===== src/rtl/btn_conditioner.sv =====
// Pushbutton conditioner: 2-flop synchronizer, per-channel debounce, and a
// press/held/repeating FSM that emits one-cycle press, repeat and release pulses.
module btn_conditioner #(
  parameter int N_BTN           = 4,
  parameter int DEBOUNCE_CYCLES = 1000,
  parameter int REPEAT_DELAY    = 500000,
  parameter int REPEAT_RATE     = 100000
) (
  input  logic             clk,
  input  logic             rst_n,
  input  logic             ena,
  input  logic [N_BTN-1:0] btn_raw,
  input  logic             repeat_en,
  output logic [N_BTN-1:0] level,
  output logic [N_BTN-1:0] press_pulse,
  output logic [N_BTN-1:0] release_pulse
);

  localparam int DW   = $clog2(DEBOUNCE_CYCLES + 1);
  localparam int TMAX = (REPEAT_DELAY > REPEAT_RATE) ? REPEAT_DELAY : REPEAT_RATE;
  localparam int TW   = $clog2(TMAX + 1);

  // Terminal values are one below the target: the edge that would reach the
  // target is the edge that acts, and the counter clears instead.
  localparam logic [DW-1:0] DEB_LAST   = DW'(DEBOUNCE_CYCLES - 1);
  localparam logic [TW-1:0] DELAY_LAST = TW'(REPEAT_DELAY - 1);
  localparam logic [TW-1:0] RATE_LAST  = TW'(REPEAT_RATE - 1);

  typedef enum logic [1:0] {IDLE, HELD, REPEATING} state_t;

  logic [N_BTN-1:0] sync1, sync2;
  logic [DW-1:0]    deb_cnt     [N_BTN];
  logic [DW-1:0]    deb_cnt_nxt [N_BTN];
  logic [TW-1:0]    timer       [N_BTN];
  logic [TW-1:0]    timer_nxt   [N_BTN];
  state_t           state       [N_BTN];
  state_t           state_nxt   [N_BTN];
  logic [N_BTN-1:0] level_nxt, rise, fall, rpt_fire;
  logic [N_BTN-1:0] press_d, release_d;

  // Synchronizer runs regardless of ena.
  always_ff @(posedge clk or negedge rst_n) begin
    if (!rst_n) begin
      sync1 <= '0;
      sync2 <= '0;
    end else begin
      // NOTE: non-blocking assignments make sync2 take the old sync1, giving two real flop stages.
      sync1 <= btn_raw;
      sync2 <= sync1;
    end
  end

  // State register: debounce, level, FSM, repeat timer and registered pulses.
  always_ff @(posedge clk or negedge rst_n) begin
    if (!rst_n) begin
      // NOTE: these per-channel arrays are ordinary flops, not RAM, so they take the async reset too.
      for (int i = 0; i < N_BTN; i++) begin
        deb_cnt[i] <= '0;
        timer[i]   <= '0;
        state[i]   <= IDLE;
      end
      level         <= '0;
      press_pulse   <= '0;
      release_pulse <= '0;
    end else begin
      for (int i = 0; i < N_BTN; i++) begin
        deb_cnt[i] <= deb_cnt_nxt[i];
        timer[i]   <= timer_nxt[i];
        state[i]   <= state_nxt[i];
      end
      level         <= level_nxt;
      press_pulse   <= press_d;
      release_pulse <= release_d;
    end
  end

  // Next-state logic; with ena low every channel holds.
  always_comb begin
    // NOTE: every combinational output is defaulted first so no latch is inferred on any path.
    level_nxt = level;
    rise      = '0;
    fall      = '0;
    rpt_fire  = '0;
    for (int i = 0; i < N_BTN; i++) begin
      deb_cnt_nxt[i] = deb_cnt[i];
      timer_nxt[i]   = timer[i];
      state_nxt[i]   = state[i];
      if (ena) begin
        if (sync2[i] == level[i]) begin
          deb_cnt_nxt[i] = '0;
        end else if (deb_cnt[i] == DEB_LAST) begin
          deb_cnt_nxt[i] = '0;
          level_nxt[i]   = sync2[i];
          rise[i]        = sync2[i];
          fall[i]        = ~sync2[i];
        end else begin
          deb_cnt_nxt[i] = deb_cnt[i] + 1'b1;
        end

        // Release is handled first so it wins over a coincident repeat expiry.
        if (fall[i]) begin
          state_nxt[i] = IDLE;
          timer_nxt[i] = '0;
        end else if (rise[i]) begin
          state_nxt[i] = HELD;
          timer_nxt[i] = '0;
        end else begin
          case (state[i])
            HELD: begin
              if (!repeat_en) begin
                timer_nxt[i] = '0;
              end else if (timer[i] == DELAY_LAST) begin
                rpt_fire[i]  = 1'b1;
                state_nxt[i] = REPEATING;
                timer_nxt[i] = '0;
              end else begin
                timer_nxt[i] = timer[i] + 1'b1;
              end
            end
            REPEATING: begin
              if (!repeat_en) begin
                state_nxt[i] = HELD;
                timer_nxt[i] = '0;
              end else if (timer[i] == RATE_LAST) begin
                rpt_fire[i]  = 1'b1;
                timer_nxt[i] = '0;
              end else begin
                timer_nxt[i] = timer[i] + 1'b1;
              end
            end
            default: timer_nxt[i] = '0;
          endcase
        end
      end
    end
  end

  // Output decode feeding the pulse registers.
  always_comb begin
    press_d   = ena ? (rise | rpt_fire) : '0;
    release_d = ena ? fall : '0;
  end

endmodule


===== config.mk =====
export PLATFORM = sky130hd
export DESIGN_NAME = btn_conditioner
export DESIGN_NICKNAME = d
export VERILOG_FILES = /design/src/rtl/btn_conditioner.sv
export SDC_FILE = /design/constraint.sdc
export NUM_CORES = 1
export LEC_CHECK = 0
export CELL_PAD_IN_SITES_DETAIL_PLACEMENT = 1
export CELL_PAD_IN_SITES_GLOBAL_PLACEMENT = 1
export CORE_AREA = 2 2 130 132
export DETAILED_ROUTE_END_ITERATION = 8
export DIE_AREA = 0 0 132 134
export HOLD_SLACK_MARGIN = 0.05
export PLACE_DENSITY = 0.87
export SYNTH_ARGS = -nofsm -noshare
export SYNTH_HDL_FRONTEND = slang
export SYNTH_SLANG_ARGS = --single-unit

===== constraint.sdc =====
create_clock -name clk -period 3.15 [get_ports clk]
set_clock_uncertainty 0.15 [all_clocks]
set_input_delay 0.63 -clock clk [delete_from_list [all_inputs] [get_ports clk]]
set_output_delay 0.63 -clock clk [all_outputs]
set_load 0.03 [all_outputs]

# [Yosys cells after proc, flatten, opt, wreduce, memory -nomap -nowiden]
# Index checks and enable logic that the tools add are counted.
[word_totals] ff_bits=144 input_bits=8
[classes] add_sub_neg=8 eq_ne=36 n_mux=119 bitwise_logic=9 n_reduce_logical=12
[op_table] op="$mux 19" n=24
[op_table] op="$pmux 19 s2" n=4
[op_table] op="$mux 10" n=8
[op_table] op="$add 19x1->19 const B" n=4
[op_table] op="$eq 19x17->1 const B" n=4
[op_table] op="$eq 19x19->1 const B" n=4
[op_table] op="$mux 1" n=56
[op_table] op="$add 10x1->10 const B" n=4
[op_table] op="$eq 10x10->1 const B" n=4
[op_table] op="$mux 2" n=17
[op_table] op="$ne 4x4->1 const B" n=8
[op_table] op="$reduce_and 5->1" n=4
[op_table] op="$ne 4x3->1 const B" n=4
[op_table] op="$pmux 2 s2" n=4
[op_table] op="$reduce_bool 4->1" n=4
[op_table] op="$reduce_and 3->1" n=4
[op_table] op="$eq 2x1->1 const B" n=4
[op_table] op="$eq 2x2->1 const B" n=4
[op_table] op="$mux 4" n=2
[op_table] op="$not 1->1" n=8
[op_table] op="$pmux 1 s2" n=4
[op_table] op="$eq 1x1->1" n=4
[op_table] op="$or 4x4->4" n=1

# [Logic depth before layout (Yosys ltp)]
# Gate-level depths: netlist of run 1.
[logic_depth] word_depth=9 depth_mapped=9

# [Worst setup path after synthesis of run 1]
# No wires, ideal clock.
[synth_path] path_kind="input to register" from="input ena" to="register timer[27] (netlist name)" t_arrival_ps=2241 required_time_ps=2918 slack_ps=677 cell_stages=8 n_path_buf=3 cell_sequence="clkbuf_1 -> nand2_1 -> a211o_1 -> a21oi_1 -> buf_2 -> buf_1 -> nand2_1 -> a31oi_1"
[synth_lines] element="start, declared" line="11" text="input logic ena,"
[synth_lines] element="end signal, assigned by index" line="68" text="timer[i] <= timer_nxt[i];"
[synth_lines] element="end, declared" line="34" text="logic [TW-1:0] timer [N_BTN];"

# [Worst setup path after layout of run 1]
[layout_path] from="register timer[66] (netlist name)" to="register timer[73] (netlist name)"
[layout_via] elab_chain_cells=6
[layout_lines] element="$add 19x1->19 (tied with other cells)" line="117, 128"
[layout_lines] element="$mux 19, on equally long branches" line="124, 112"
[layout_lines] element="$mux 19, on equally long branches" line="121, 110"
[layout_lines] element="$pmux 19 s2 (*)" line="108" text="case (state[i])"
[layout_lines] element="$mux 19 (*)" line="104" text="end else if (rise[i]) begin"
[layout_lines] element="$mux 19 (*)" line="101" text="if (fall[i]) begin"
# Every way passes the cells marked *; elsewhere a longest branch is shown, timed or not.
# A chain may end at the register's enable or synchronous reset.

==> flow_summary.toml, run 1 <==
[global_routing]
grt_pass1_wl_mm = 34.76
antenna_found_initial = 0
overflow = 0
grt_pass1_vias = 6952
track_usage_pct = 24.12
grt_max_degree = 83

[placement]
gp_congestion = 0.8169
dp_hpwl_mm = 12.97
io_buffers = 19

[power]
p_switching_uw = 944.7
sequentialPowerShare_pct = 44.6
ir_drop_v = 0.0003871
clockPowerShare_pct = 51.6
power_density_nw_per_um2 = 476.4
p_leak_uw = 0.003644
sw_frac_of_total_pct = 22.25
p_int_uw = 3301
power_frac_comb_pct = 3.8

[flow_run]
maxCapViolCount = 0

[logic_synthesis]
synth.distinct_cells = 59
synth_edf_count = 0
synthMuxAreaShare_pct = 2.289
yosysSeqAreaShare_pct = 46.11
synth_adder_area_share_pct = 2.562
synth_compound_gate_area_share_pct = 20.65
yosys.area_share.simple_pct = 22.75
avgSynthCellArea_um2 = 9.173
ys_async_sr_fraction_pct = 100.0
synth_top_family_by_area = "simple AND/OR/NAND/NOR gates"
ys_warn_count = 0
synth_ff_type = "dfrtp_1"
netlist_area_um2 = 7815
synth_nets = 876
synth_xor_xnor_area_share_pct = 2.017
synth-seq-cells = 144
syn_inst = 852

[clock_network]
cts_sinks = 144
hold_buffers = 0
cts_made_buffers = 17
cts_tree = "built"
cts_max_level = 4
clk_pin_slew_ns = 0.06
cts_resized = 0
cts_setup_buffers = 0
cts_root_buf = "clkbuf_16"
worst_skew_pair.late_latency_ns = 0.43
clockBufferDepth = 2

[routing]
vias_per_cell = 6.120
route.met2.wl_mm = 10.53
met1_length_mm = 9.419
dr.first_iter.drc_count = 390
dr.pass1.iters = 4
routed_wl_mm = 20.81
wl_per_cell_um = 18.85
dr_wl_met3_um = 472
postRouteAntennaNets = 0
drc = 0
top_layer = "met4"
route.vias.total = 6757

[finish]
drive_gt1_share_pct = 8.710
area_delta_synth_final_pct = 14.04
nets = 895
n_antenna_cell = 0
final_cell_mix = "dfrtp_1 (144), nand2_1 (91), o21ai_0 (71), a31oi_1 (54), nand3_1 (52)"
mostFrequentLayoutCell = "dfrtp_1"

[worst_setup_path]
startpoint_type = "flip-flop"
worstPathRequired_ns = 3.30
critPathMaxFanout = 16
critPathKind = "reg -> reg"
worstPathArrival_ns = 3.11
critical_path.endpoint_type = "flip-flop"

[sta]
fmax_ghz = 0.3376
fin_crit_sh_pct = 94.03
rsz0062_at_grt = "no"
holdWs_ns = 0.07204
max_slew_margin_pct = 46.64
period_needed_ns = 2.962
worst_pin_slew_ns = 0.8004
hold_viol = 0
setup_viol = 0
fin_setup_tns_ns = 0
drv_slew = 0

[die]
die_x_um = 132
pin_count = 20
die-area_um2 = 17690
initial_core_util_pct = 47.98
core_region_area_um2 = 16290
die_height_um = 134
core.rowCount = 47

[hold_path]
hold_path_class = "in -> async"

[status]
status = "finished, final reports clean"
final cells by class:
type                    instances  area, um^2
clock buffers                  22       474.2
clock inverters                10       157.7
fillers                      1899        7377
inverters                      33       123.9
multi-input cells             639        3936
flip-flops and latches        144        3603
well taps                     220       275.3
repair buffers                 36       341.6
final timing paths:
| kind | start | end | slack, ns | depth (start not counted) |
|---|---|---|---|---|
| max reg2reg | timer[66]$_DFFE_PN0P_ | timer[73]$_DFFE_PN0P_ | 0.19 | 7 |
| min reg2reg | sync1[2]$_DFF_PN0_ | sync2[2]$_DFF_PN0_ | 0.21 | 0 |
| min in group clk | sync1[2]$_DFF_PN0_ | sync2[2]$_DFF_PN0_ | 0.21 | 0 |
| max | timer[66]$_DFFE_PN0P_ | timer[73]$_DFFE_PN0P_ | 0.19 | 7 |
| max in group asynchronous | rst_n | timer[11]$_DFFE_PN0P_ | 2.01 | 2 |
| min | rst_n | timer[31]$_DFFE_PN0P_ | 0.07 | 1 |
logic make-up (layout without fill, tap and decap cells):
logic type	after synthesis	count (layout)
flip-flops	144	144
AND/OR/NAND/NOR	331	331
buffers and inverters	69	101
multiplexers	17	17
XOR/XNOR	18	18
adder cells (fa/ha/maj)	16	16
AO/OA/AOI/OAI	257	257
power groups by stage:
stage / logic, uW / registers (uW) / clock network (uW)
3_5_place_dp: 161 / 1930 / 0
2_1_floorplan: 81.4 / 1920 / 0
6_report: 161 / 1900 / 2190
4_1_cts: 166 / 1900 / 2220
3_3_place_gp: 156 / 1930 / 0
5_1_grt: 183 / 1900 / 2290
Yosys cell counts, drive strengths merged (5+ instances only):
cell	number	area (um^2)
xnor2	10	87.58
and3	28	175.2
a22o	9	78.83
nand4	20	125.1
inv	33	123.9
o21ai	76	380.4
mux2	7	78.82
o31ai	6	45.04
a31oi	54	337.8
and4	10	87.58
a21oi	61	339.1
a21o	10	75.07
nand2b	18	112.6
mux2i	10	100.1
buf	10	61.31
and2	6	37.54
clkbuf	26	97.59
nand2	92	347.8
xor2	8	70.07
nor3	17	85.08
a41oi	7	61.31
o2bb2ai	15	131.4
dfrtp	144	3603
nand3	52	260.3
nor3b	8	60.06
or3	6	37.54
nor4b	5	43.79
ha	16	200.2
nor2	36	135.1
metal layers:
layer  vias to the layer above  global-route usage [%]
met5                         -                       0
met4                         0                   7.548
met3                        36                   4.951
met2                        76                   41.75
met1                      3437                   30.48
li1                       3208                       -
registers in the layout, summed over array words and instances (netlist names):
signal / count
deb_cnt: 40
level: 4
press_pulse: 4
release_pulse: 4
state: 8
sync1: 4
sync2: 4
timer: 76
worst max-delay path: stages, from the launching register on:
cell and delay (ns):
dfrtp_1 0.41, or4b_1 0.55, or3_1 0.44, o2111ai_1 0.43, nand2_2 0.34, buf_4 0.27, a21oi_1 0.16, a31oi_1 0.07
per-stage QoR:
stage / cells / area [um^2] / setup slack, ns / total power, uW / util, %
after floorplan: 852 / 7815 / 0.6771 / 2003 / -
after CTS: 1104 / 8912 / 0.2120 / 4280 / 54.71
after global placement: 1072 / 8280 / 0.3877 / 2082 / 50.83
final: 1104 / 8912 / 0.1882 / 4246 / 54.71
after detailed placement: 1072 / 8280 / 0.3033 / 2088 / 50.83
after global routing: 1104 / 8912 / 0.07937 / 4372 / 54.71
No activity file was read; power rests on OpenSTA's default activity.
==> run 2: changes to the inputs <==
--- a/config.mk
+++ b/config.mk
@@ -12,6 +12,7 @@
 export DIE_AREA = 0 0 132 134
 export HOLD_SLACK_MARGIN = 0.05
 export PLACE_DENSITY = 0.87
+export RECOVER_POWER = 50
 export SYNTH_ARGS = -nofsm -noshare
 export SYNTH_HDL_FRONTEND = slang
 export SYNTH_SLANG_ARGS = --single-unit
==> run 2 against run 1 <==
Net effect: the flow now finishes with violations (max-capacitance violations, max-slew violations); largest power group unchanged; sequential share of layout area is 0.063 points higher; critical endpoint is now timer[65]$_DFFE_PN0P_; sequential cell count stayed put; critical path depth unchanged; utilization shrank 0.084 points; largest cell class unchanged.
==> flow_summary.toml, run 2 (synthesis results as in run 1) <==
[clock_network]
cts_sinks = 144
cts_setup_buffers = 0
cts_resized = 0
clk_pin_slew_ns = 0.06
cts_max_level = 4
hold_buffers = 0
clockBufferDepth = 2
worst_skew_pair.late_latency_ns = 0.43
cts_made_buffers = 17
cts_tree = "built"
cts_root_buf = "clkbuf_16"

[global_routing]
grt_pass1_wl_mm = 34.76
grt_pass1_vias = 6952
antenna_found_initial = 0
overflow = 0
grt_max_degree = 83
track_usage_pct = 24.12

[power]
p_leak_uw = 0.003636
ir_drop_v = 0.0003831
power_density_nw_per_um2 = 476.4

[worst_setup_path]
reg2reg_to = "timer[65]$_DFFE_PN0P_"
crit-reg2reg-launch = "timer[66]$_DFFE_PN0P_"
startpoint = "timer[66]$_DFFE_PN0P_"
rr_worst_depth = 7
worstSetupEndpoint = "timer[65]$_DFFE_PN0P_"
rrSetupSlack_ns = 0.19
worstPathArrival_ns = 3.10
critPathKind = "reg -> reg"
startpoint_type = "flip-flop"
critPathMaxFanout = 16
worstPathRequired_ns = 3.29
critical_path.endpoint_type = "flip-flop"

[sta]
fin_crit_sh_pct = 93.95
fin_setup_tns_ns = 0
hold_viol = 0
fmax_ghz = 0.3379
setup_viol = 0
drv_slew = 82
max_slew_margin_pct = -41.05
postLayoutSetupSlackWorst_ns = 0.1905
period_needed_ns = 2.960
worst_pin_slew_ns = 2.116
rsz0062_at_grt = "no"

[placement]
dp_hpwl_mm = 12.97
dpl_cell_area_um2 = 8280
io_buffers = 19
pre_cts_ws_ns = 0.3033
gp_congestion = 0.8169

[routing]
wl_per_cell_um = 18.77
routed_wl_mm = 20.72
dr.first_iter.drc_count = 443
vias_per_cell = 6.159
dr.pass1.iters = 5
postRouteAntennaNets = 0
drc = 0
route.vias.total = 6800

[finish]
fill_cells = 1901
largest_reg_flops = 76
design_area_um2 = 8899
top_regs = "timer: 76 flops, deb_cnt: 40 flops, state: 8 flops"
largest_register = "timer"
final_cell_mix = "dfrtp_1 (144), nand2_1 (91), o21ai_0 (71), a31oi_1 (54), nand3_1 (52)"
drive_gt1_share_pct = 8.484
area_delta_synth_final_pct = 13.86
nets = 895
n_antenna_cell = 0
mostFrequentLayoutCell = "dfrtp_1"

[die]
initial_core_util_pct = 47.98
core.rowCount = 47
die_x_um = 132
core_region_area_um2 = 16290
die_height_um = 134
pin_count = 20
die-area_um2 = 17690

[status]
violations = "max-capacitance violations, max-slew violations"
status = "finished, violations left"

[hold_path]
hold_start = "sync1[2]$_DFF_PN0_"
hold_depth = 0
hold_path_class = "reg -> reg"

[flow_run]
maxCapViolCount = 1
==> run 2: report_power, final <==
group	total (uW)	internal, uW	leakage, uW	switching, uW
sequential	1900	1870	0.00198	23.4
clock	2190	1380	0.000302	801
combinational	158	42.3	0.00135	116
total	4240	3300	0.00364	940
==> run 2: how the worst min path moves through the flow <==
stage / to / slack [ns]
finish: sync2[2]$_DFF_PN0_ / 0.21
CTS: timer[21]$_DFFE_PN0P_ / 0.13
floorplan: deb_cnt[0]$_DFFE_PN0P_ / 0.18
detailed placement: sync2[2]$_DFF_PN0_ / 0.19
global route: sync2[2]$_DFF_PN0_ / 0.21
global placement: sync2[0]$_DFF_PN0_ / 0.18
==> run 2: layout make-up <==
class                   count  area [um^2]  share of cell area (%)
clock buffers              22        474.2                   5.329
flip-flops and latches    144         3603                   40.50
clock inverters            10        157.7                   1.772
repair buffers             36        327.8                   3.684
inverters                  33        123.9                   1.392
well taps                 220        275.3                   3.093
multi-input cells         639         3936                   44.24
==> run 2: critical path, stage by stage, from the launching register on <==
cell,delay (ns)
dfrtp_1,0.41
or4b_1,0.55
or3_1,0.44
o2111ai_1,0.43
nand2_2,0.34
buf_4,0.27
a31oi_1,0.17
a31oi_1,0.05
==> run 2: per-layer routing <==
metal	track usage [%]	vias up	wire length (um)
met4	7.548	0	386
met3	4.951	40	565
met1	30.48	3447	9253
li1	-	3208	-
met5	0	-	0
met2	41.75	105	10520
==> run 2: metrics by stage <==
stage / utilization, % / power (uW) / cells / hold WS [ns]
global placement: 50.83 / 2082 / 1072 / 0.1839
CTS: 54.71 / 4280 / 1104 / 0.1330
detailed placement: 50.83 / 2088 / 1072 / 0.1933
floorplan: - / 2003 / 852 / 0.1812
finish: 54.63 / 4239 / 1104 / 0.2070
global route: 54.63 / 4370 / 1104 / 0.2107
==> run 3: changes to the inputs <==
--- a/config.mk
+++ b/config.mk
@@ -7,11 +7,12 @@
 export LEC_CHECK = 0
 export CELL_PAD_IN_SITES_DETAIL_PLACEMENT = 1
 export CELL_PAD_IN_SITES_GLOBAL_PLACEMENT = 1
-export CORE_AREA = 2 2 130 132
+export CORE_AREA = 2 2 129 131
 export DETAILED_ROUTE_END_ITERATION = 8
-export DIE_AREA = 0 0 132 134
+export DIE_AREA = 0 0 131 133
+export DONT_BUFFER_PORTS = 1
 export HOLD_SLACK_MARGIN = 0.05
-export PLACE_DENSITY = 0.87
+export PLACE_DENSITY = 0.86
 export RECOVER_POWER = 50
 export SYNTH_ARGS = -nofsm -noshare
 export SYNTH_HDL_FRONTEND = slang
==> run 3 against run 2 <==
Net effect: the run ends with negative hold slack left; sequential power about the same; combinational power decreased by 46%; cell count decreased by 2.4%; global-route usage increased by 0.076 points; critical path type unchanged; largest cell class unchanged.
==> flow_summary.toml, run 3 (synthesis results as in run 1) <==
[routing]
dr.first_iter.drc_count = 371
dr.pass1.iters = 4
postRouteAntennaNets = 0
vias_per_cell = 6.115
routed_wl_mm = 19.80
drc = 0
route.vias.total = 6592
wl_per_cell_um = 18.37

[clock_network]
clockBufferDepth = 2
cts_tree = "built"
cts_resized = 0
cts_made_buffers = 17
worst_skew_pair.late_latency_ns = 0.44
cts_max_level = 4
cts_setup_buffers = 0
cts_root_buf = "clkbuf_16"
cts_sinks = 144
clk_pin_slew_ns = 0.06

[hold_path]
hold_path_class = "in -> async"

[finish]
drive_gt1_share_pct = 7.925
mostFrequentLayoutCell = "dfrtp_1"
n_antenna_cell = 0
final_cell_mix = "dfrtp_1 (144), nand2_1 (91), o21ai_0 (71), a31oi_1 (54), nand3_1 (52)"
largest_reg_flops = 76
top_regs = "timer: 76 flops, deb_cnt: 40 flops, state: 8 flops"
area_delta_synth_final_pct = 10.81
largest_register = "timer"
design_area_um2 = 8660
nets = 869

[die]
initial_core_util_pct = 48.32
pin_count = 20
die_height_um = 133
die-area_um2 = 17420
core.rowCount = 47
die_x_um = 131
core_region_area_um2 = 16170

[sta]
holdWs_ns = -0.2594
period_needed_ns = 2.893
fin_setup_tns_ns = 0
fmax_ghz = 0.3456
fin_crit_sh_pct = 91.85
rsz0062_at_grt = "no"
hold_viol = 144
setup_viol = 0
drv_slew = 0
max_slew_margin_pct = 45.01
worst_pin_slew_ns = 0.8133

[worst_setup_path]
crit_path_top_delay_cell = "or4b_4"
rrSetupSlack_ns = 0.26
crit_buf_inv = 0
crit_path_frequent_cell = "a31oi_1"
worstPathArrival_ns = 3.05
critPathMaxStageDelay_ns = 0.55
critPathKind = "reg -> reg"
startpoint_type = "flip-flop"
critical_path.endpoint_type = "flip-flop"
crit_path_cell_trace = "or4b_1, or4b_4, o2111ai_2, nand2_2, a31oi_1, a31oi_1"
critPathMaxFanout = 27
critical_path.top_delay_family = "simple AND/OR/NAND/NOR gates"
worstPathRequired_ns = 3.30

[power]
p_switching_uw = 947.1
p_leak_uw = 0.003527
p_int_uw = 3241
sw_frac_of_total_pct = 22.61
clockPowerShare_pct = 52.8
power_density_nw_per_um2 = 483.7
ir_drop_v = 0.0003998
sequentialPowerShare_pct = 45.2
power_frac_comb_pct = 2.0

[global_routing]
grt_pass1_wl_mm = 33.75
antenna_found_initial = 0
track_usage_pct = 24.19
overflow = 0
grt_max_degree = 145
grt_pass1_vias = 6787

[placement]
dp_hpwl_mm = 11.81
io_buffers = 0
dpl_cell_area_um2 = 7995
gp_congestion = 0.8276

[status]
status = "finished, violations left"
violations = "negative hold slack"

[flow_run]
maxCapViolCount = 0
==> run 3: path summary, 6_finish.rpt <==
| path | cells past startpoint | endpoint | start |
|---|---|---|---|
| worst max-delay path | 6 | timer[70]$_DFFE_PN0P_ | timer[65]$_DFFE_PN0P_ |
| worst max register to register | 6 | timer[70]$_DFFE_PN0P_ | timer[65]$_DFFE_PN0P_ |
| min in group clk | 0 | sync1[1]$_DFF_PN0_ | btn_raw[1] |
| worst min-delay path | 0 | timer[25]$_DFFE_PN0P_ | rst_n |
| max in group asynchronous | 0 | release_pulse[0]$_DFF_PN0_ | rst_n |
| worst min register to register | 0 | sync2[1]$_DFF_PN0_ | sync1[1]$_DFF_PN0_ |
==> run 3: worst reg2reg max path, stage by stage (launching register included) <==
cell	delay, ns
dfrtp_1	0.44
or4b_1	0.53
or4b_4	0.55
o2111ai_2	0.32
nand2_2	0.41
a31oi_1	0.30
a31oi_1	0.07
==> run 3: area by class of cell <==
class                           count  area, um^2
Fill cell                        1828        7512
Multi-Input combinational cell    639        3940
Sequential cell                   144        3603
Clock buffer                       17       425.4
Tap cell                          220       275.3
Clock inverter                     15       209.0
Inverter                           33       123.9
Timing Repair Buffer               10       82.58
==> run 3: timing repair <==
item                                   4_1_cts  5_1_grt
endpoints found under the hold margin      146      145
hold buffers                                 2        1
setup endpoints to repair                    0        0
==> run 3: power groups by stage <==
stage	registers (uW)	clock network (uW)	logic, uW
after floorplan	1920	0	81.4
after global placement	1930	0	76.0
after detailed placement	1930	0	81.8
after CTS	1890	2260	85.5
after global routing	1900	2320	96.0
final	1890	2210	85.7
==> run 3: layer usage <==
layer / vias to the layer above / share of wire [%] / GRT usage (%)
met5: - / 0 / 0
met4: 0 / 1.9 / 10.58
met3: 32 / 3.3 / 4.488
met2: 98 / 49 / 38.98
met1: 3317 / 46 / 31.71
li1: 3145 / - / -
==> run 3: through the flow <==
step | utilization [%] | setup WS, ns | power, uW | instances
after floorplan | - | 0.6771 | 2003 | 852
after global placement | 49.44 | 0.4133 | 2002 | 1043
after detailed placement | 49.44 | 0.2887 | 2009 | 1043
after CTS | 53.49 | 0.2762 | 4236 | 1077
after global routing | 53.55 | 0.06136 | 4313 | 1078
final | 53.55 | 0.2568 | 4188 | 1078
